[src/rtl/core_pkg.sv]
// Shared core definitions: datapath widths, base opcodes and fetch FSM states.
package core_pkg;

  localparam int unsigned XLEN = 64;
  localparam int unsigned ILEN = 32;

  localparam logic [6:0] OPC_BRANCH = 7'b1100011;
  localparam logic [6:0] OPC_LOAD   = 7'b0000011;
  localparam logic [6:0] OPC_STORE  = 7'b0100011;
  localparam logic [6:0] OPC_OP     = 7'b0110011;
  localparam logic [6:0] OPC_OP_IMM = 7'b0010011;

  typedef enum logic [1:0] {
    IDLE,
    RUN,
    HALT
  } fetch_state_t;

  function automatic logic [6:0] opcode_of(input logic [ILEN-1:0] instr);
    return instr[6:0];
  endfunction

endpackage

[src/rtl/fetch_predecode.sv]
// Combinational pre-decode of a fetched instruction pair; flags branches per slot.
module fetch_predecode
  import core_pkg::*;
#(
  parameter logic [6:0] BR_OPCODE = OPC_BRANCH
) (
  input  logic [ILEN-1:0] instr1_i,
  input  logic [ILEN-1:0] instr2_i,
  output logic            br1_o,
  output logic            br2_o
);

  always_comb begin
    br1_o = (opcode_of(instr1_i) == BR_OPCODE);
    br2_o = (opcode_of(instr2_i) == BR_OPCODE);
  end

endmodule

[src/rtl/fetch_unit_2way.sv]
// Dual-issue fetch stage: owns the PC, drives the instruction memory pair and
// fills the IF/ID register, limiting each bundle to one branch in slot 1.
module fetch_unit_2way
  import core_pkg::*;
#(
  parameter logic [XLEN-1:0] RESET_PC  = 64'h0,
  parameter logic [XLEN-1:0] END_ADDR  = 64'hAC,
  parameter logic [6:0]      BR_OPCODE = 7'b1100011
) (
  input  logic            clk,
  input  logic            rst_n,
  input  logic            stall,
  input  logic            branch_en,
  input  logic [XLEN-1:0] branch_pc,
  output logic [XLEN-1:0] imem_pc,
  output logic [XLEN-1:0] imem_pc4,
  input  logic [ILEN-1:0] imem_instr1,
  input  logic [ILEN-1:0] imem_instr2,
  output logic [ILEN-1:0] id_instr1,
  output logic [ILEN-1:0] id_instr2,
  output logic [XLEN-1:0] id_pc1,
  output logic [XLEN-1:0] id_pc2,
  output logic            id_valid1,
  output logic            id_valid2,
  output logic            halted
);

  fetch_state_t    state_q, state_d;
  logic [XLEN-1:0] pc_q, pc_d;
  logic [ILEN-1:0] id_instr1_q, id_instr1_d, id_instr2_q, id_instr2_d;
  logic [XLEN-1:0] id_pc1_q, id_pc1_d, id_pc2_q, id_pc2_d;
  logic            id_valid1_q, id_valid1_d, id_valid2_q, id_valid2_d;

  logic [XLEN-1:0] pc_plus4;
  logic [XLEN-1:0] pc_plus8;
  logic [XLEN-1:0] redirect_pc;
  logic            slot1_br;
  logic            unused_slot2_br;
  logic            unused_branch_lsb;

  assign pc_plus4          = pc_q + 64'd4;
  assign pc_plus8          = pc_q + 64'd8;
  // Redirect targets are forced word-aligned.
  assign redirect_pc       = {branch_pc[XLEN-1:2], 2'b00};
  assign unused_branch_lsb = ^branch_pc[1:0];

  fetch_predecode #(
    .BR_OPCODE (BR_OPCODE)
  ) u_predecode (
    .instr1_i (imem_instr1),
    .instr2_i (imem_instr2),
    .br1_o    (slot1_br),
    .br2_o    (unused_slot2_br)
  );

  // State register.
  always_ff @(posedge clk or negedge rst_n) begin
    if (!rst_n) begin
      state_q     <= IDLE;
      pc_q        <= RESET_PC;
      id_instr1_q <= '0;
      id_instr2_q <= '0;
      id_pc1_q    <= '0;
      id_pc2_q    <= '0;
      id_valid1_q <= 1'b0;
      id_valid2_q <= 1'b0;
    end else begin
      state_q     <= state_d;
      pc_q        <= pc_d;
      id_instr1_q <= id_instr1_d;
      id_instr2_q <= id_instr2_d;
      id_pc1_q    <= id_pc1_d;
      id_pc2_q    <= id_pc2_d;
      id_valid1_q <= id_valid1_d;
      id_valid2_q <= id_valid2_d;
    end
  end

  // Next-state logic.
  always_comb begin
    state_d = state_q;
    unique case (state_q)
      IDLE: state_d = RUN;
      RUN: begin
        if (branch_en) begin
          state_d = RUN;
        end else if (stall) begin
          state_d = RUN;
        end else if (pc_q >= END_ADDR) begin
          state_d = HALT;
        end
      end
      HALT: begin
        if (branch_en) begin
          state_d = RUN;
        end
      end
      default: state_d = IDLE;
    endcase
  end

  // PC and IF/ID register next values; anything not written holds.
  always_comb begin
    pc_d        = pc_q;
    id_instr1_d = id_instr1_q;
    id_instr2_d = id_instr2_q;
    id_pc1_d    = id_pc1_q;
    id_pc2_d    = id_pc2_q;
    id_valid1_d = id_valid1_q;
    id_valid2_d = id_valid2_q;
    unique case (state_q)
      IDLE: begin
        id_valid1_d = 1'b0;
        id_valid2_d = 1'b0;
      end
      RUN: begin
        if (branch_en) begin
          pc_d        = redirect_pc;
          id_valid1_d = 1'b0;
          id_valid2_d = 1'b0;
        end else if (stall) begin
          pc_d = pc_q;
        end else if (pc_q > END_ADDR) begin
          id_valid1_d = 1'b0;
          id_valid2_d = 1'b0;
        end else if (pc_q == END_ADDR || slot1_br) begin
          // Single issue: last instruction, or a branch that must sit alone.
          id_instr1_d = imem_instr1;
          id_pc1_d    = pc_q;
          id_valid1_d = 1'b1;
          id_valid2_d = 1'b0;
          if (pc_q != END_ADDR) begin
            pc_d = pc_plus4;
          end
        end else begin
          id_instr1_d = imem_instr1;
          id_pc1_d    = pc_q;
          id_instr2_d = imem_instr2;
          id_pc2_d    = pc_plus4;
          id_valid1_d = 1'b1;
          id_valid2_d = 1'b1;
          pc_d        = pc_plus8;
        end
      end
      HALT: begin
        id_valid1_d = 1'b0;
        id_valid2_d = 1'b0;
        if (branch_en) begin
          pc_d = redirect_pc;
        end
      end
      default: begin
        id_valid1_d = 1'b0;
        id_valid2_d = 1'b0;
      end
    endcase
  end

  // Outputs.
  always_comb begin
    imem_pc  = pc_q;
    imem_pc4 = pc_plus4;
    halted   = (state_q == HALT);
  end

  assign id_instr1 = id_instr1_q;
  assign id_instr2 = id_instr2_q;
  assign id_pc1    = id_pc1_q;
  assign id_pc2    = id_pc2_q;
  assign id_valid1 = id_valid1_q;
  assign id_valid2 = id_valid2_q;

endmodule

[config.mk]
export PLATFORM = sky130hd
export DESIGN_NAME = fetch_unit_2way
export DESIGN_NICKNAME = d
export VERILOG_FILES = /design/src/rtl/core_pkg.sv /design/src/rtl/fetch_predecode.sv /design/src/rtl/fetch_unit_2way.sv
export SDC_FILE = /design/constraint.sdc
export NUM_CORES = 1
export LEC_CHECK = 0
export ABC_AREA = 1
export CORE_ASPECT_RATIO = 0.8
export CORE_UTILIZATION = 30
export DETAILED_ROUTE_END_ITERATION = 8
export GPL_ROUTABILITY_DRIVEN = 0
export PLACE_DENSITY = 0.58
export SYNTH_ARGS = -nofsm -noshare
export SYNTH_HDL_FRONTEND = slang
export SYNTH_SLANG_ARGS = --single-unit
[constraint.sdc]
create_clock -name clk -period 3.1 [get_ports clk]
set_input_delay 0.465 -clock clk [delete_from_list [all_inputs] [get_ports clk]]
set_output_delay 0.465 -clock clk [all_outputs]
set_load 0.05 [all_outputs]
==> summary.md <==
| Metric | Value |
|---|---|
| Post-synth top area cell | `dfrtp_1` |
| # diodes | `0` |
| Post-synth ARST share | `100%` |
| Detailed-route via count | `~15000` |
| Largest net degree at the start of global routing | `~120` |
| Most used DFF post-synth | `dfrtp_1` |
| # fillers | `~4500` |
| Clock-pin slew of the registers on the worst-case setup and hold paths | `0.06 ns` |
| Sequential share of the synthesized area | `45.7%` |
| Top-level I/O count | `~460` |
| Period utilization | `between 90 and 100%` |
| #FFs+latches synth | `254` |
| DP Cell Count | `2995` |
| GRT Resource Usage Total | `23.3%` |
| Number of global-route vias before repair | `14100` |
| Kind of start point of the critical path | `flip-flop` |
| Post-DP HPWL | `43000 microns` |
| Power per cell area | `888 nW/um^2` |
| Leakage | `between 10 and 15 nW` |
| First-pass DRT Iterations | `5` |
| Gate Count Post-Synth | `about 2000` |
| Max-slew violations | `0` |
| YS warnings | `0` |
| Most common cell in the netlist | `nand2_1` |
| Total grt overflow | `0` |
| Number of max-cap violations | `0` |
| Proportion of layout cells with a drive suffix above 1 | `12.8%` |
| Top-area cell type share of the netlist area | `45.7%` |
| Worst R2R Path Depth | `12` |
| Ranking of synthesized cells by area | `dfrtp_1 46%, nand2_1 18%, nor2_1 8.9%` |
| Starting DRT DRC Count | `approximately 1200` |
| Placement Setup Slack | `0.157 ns` |
| Area Overhead vs Synth | `52.0%` |
| Final wirelength | `between 50000 and 60000 microns` |
| Die outline width | `between 200 and 250 microns` |
| WP data arrival | `2.53 ns` |
| Post-synth EDFFs | `0` |
| Root Driver | `clkbuf_16` |
| Final Hold Viols | `0` |
| Die area | `47200 sq um` |
| Synth cell count leaders | `676 x nand2_1, 330 x nor2_1, 254 x dfrtp_1` |
| Max Clock Skew | `about 0.016 ns` |
| Min cycle time layout | `2.99 ns` |
| Kind of critical path | `reg -> out` |
| Outcome | `complete, no violations` |
| Initial antenna violation count | `1` |
| RSZ-0062 raised after global routing | `yes` |
| Critical path required time | `2.63 ns` |
| DRC violations left | `0` |
| TritonCTS clock tree | `yes` |
| Max IR drop VDD | `0.699 mV` |
| Vias per cell | `4.77` |
| Number of H-tree levels | `1` |
| Per-cell routed wire length | `18.5 microns` |
| Core Region | `between 40000 and 50000 sq um` |
| TritonCTS Buffers | `30` |
| Num rows | `70` |
| Clock latency on the worst-skew pair | `0.59 ns` |
| Non-Filler Instances | `3066` |
| Buffers on Ports | `444` |
| HP Class | `in -> async` |
| Clock buffer depth | `3` |
| Fin nets | `roughly 2600` |
| # setup viols final | `0` |
| Die Ht | `195 microns` |
| Worst rel slew slack | `48.0%` |
| Avg Inst Size Synth | `7.04 sq um` |
| # clock sinks | `254` |
| Slew @ Worst Pin | `0.778 ns` |
| Antenna viol nets, final | `0` |
| Synth unique cells | `36` |
| Critical Path End Type | `output port` |
| Post-synthesis cell area | `13900 sq um` |
| CP max FO | `5` |
| First-pass GRT wire length | `around 86000 microns` |
| Starting Density | `between 30% and 40%` |
| Highest Clock Rate | `0.334 GHz` |
| Final worst slack | `0.109 ns` |
layout make-up:
type                            instances  area (sq um)  share of cell area [%]
Multi-Input combinational cell       1415          6570                    31.1
Sequential cell                       254          6400                    30.3
Timing Repair Buffer                  506          5450                    25.8
Inverter                              223           838                    3.96
Clock buffer                           36           823                    3.89
Tap cell                              612           766                    3.62
Clock inverter                         20           294                    1.39
flip-flops by register name (all words and copies together), names as in the netlist:
signal	cells
id_instr1	32
imem_pc	62
id_instr2	32
id_pc1	62
id_pc2	62
state_q	2
id_valid1	1
id_valid2	1
cell families (layout without fill, tap and decap cells):
group | Yosys count | in the layout | share of synthesized area (%)
fa+ha+maj | 6 | 6 | 0.540
buf+inv | 313 | 785 | 9.52
compound gates | 101 | 101 | 3.82
simple gates | 1225 | 1225 | 35.7
xor+xnor | 75 | 75 | 4.72
flops | 254 | 254 | 45.7
other cells | 1 | 8 | 0.0270
placed cells by master, fill, tap and decap left out, types with 2 or more instances in the layout:
| cell type | instances |
|---|---|
| clkdlybuf4s50_1 | 384 |
| clkinv_4 | 4 |
| nor2_4 | 17 |
| nor2_1 | 305 |
| buf_12 | 54 |
| conb_1 | 8 |
| nand2_2 | 26 |
| xor2_2 | 12 |
| clkbuf_16 | 30 |
| clkinv_2 | 9 |
| nor2_2 | 24 |
| ha_4 | 2 |
| inv_2 | 13 |
| buf_4 | 64 |
| nand3_2 | 2 |
| bufinv_16 | 6 |
| xor2_1 | 55 |
| dfrtp_2 | 36 |
| a21oi_1 | 39 |
| ha_1 | 4 |
| dfrtp_1 | 218 |
| clkbuf_8 | 5 |
| o21ai_1 | 12 |
| xnor2_1 | 8 |
| nand4_1 | 18 |
| nand3_1 | 161 |
| o211ai_1 | 3 |
| o21ai_0 | 43 |
| nand2_1 | 662 |
| inv_1 | 208 |
| nor3_1 | 2 |
| or2_2 | 2 |
critical path: stages, from the launching register on:
cell	delay, ns
dfrtp_2	0.43
buf_4	0.15
nand2_1	0.09
nor2_1	0.25
nand2_1	0.16
nor2_1	0.22
nand3_1	0.12
xor2_1	0.27
buf_4	0.26
final timing paths:
path                                                  end  slack, ns                     from
worst max-delay path                         imem_pc4[48]       0.11   imem_pc[4]$_DFFE_PN0P_
worst min-delay path              imem_pc[34]$_DFFE_PN0P_       0.39                    rst_n
worst max register to register  id_instr2[12]$_DFFE_PN0P_       0.44  imem_pc[29]$_DFFE_PN0P_
worst min register to register     id_pc2[10]$_DFFE_PN0P_       0.46   id_pc2[10]$_DFFE_PN0P_
max in group asynchronous        id_instr2[3]$_DFFE_PN0P_       1.88                    rst_n
min in group clk                id_instr1[12]$_DFFE_PN0P_       0.42          imem_instr1[12]
layer usage:
layer	wire length, microns	vias to the layer above	global-route usage (%)
li1	-	6888	-
met1	24900	6987	31.5
met2	25300	611	37.4
met3	4690	122	5.65
met4	1740	2	5.68
met5	13	-	0
power breakdown:
group	switching, W	leakage (nW)	total [W]	internal [W]
clock	0.00152	0.555	0.00393	0.00241
combinational	0.00659	6.64	0.0102	0.00360
sequential	0.000865	3.08	0.00466	0.00379
total	0.00898	10.3	0.0188	0.00980
per-stage QoR:
step                setup TNS (ns)  utilization (%)  power (W)  instance area [sq um]  hold WS (ns)
global route               -0.0147             46.3     0.0197                  21100         0.404
floorplan                        0                -     0.0101                  13900         0.169
finish                           0             46.3     0.0188                  21100         0.393
CTS                              0             45.7     0.0186                  20900         0.381
global placement                 0             42.8     0.0144                  19600         0.424
detailed placement               0             42.8     0.0145                  19600         0.424
repair_timing:
item	CTS	global route
setup buffers	3	11
hold buffers	1	0
setup endpoints to repair	45	36
pin swaps	1	5
resized for setup	50	60
hold endpoints to repair	43	0
Power figures use the tool's default switching activity.
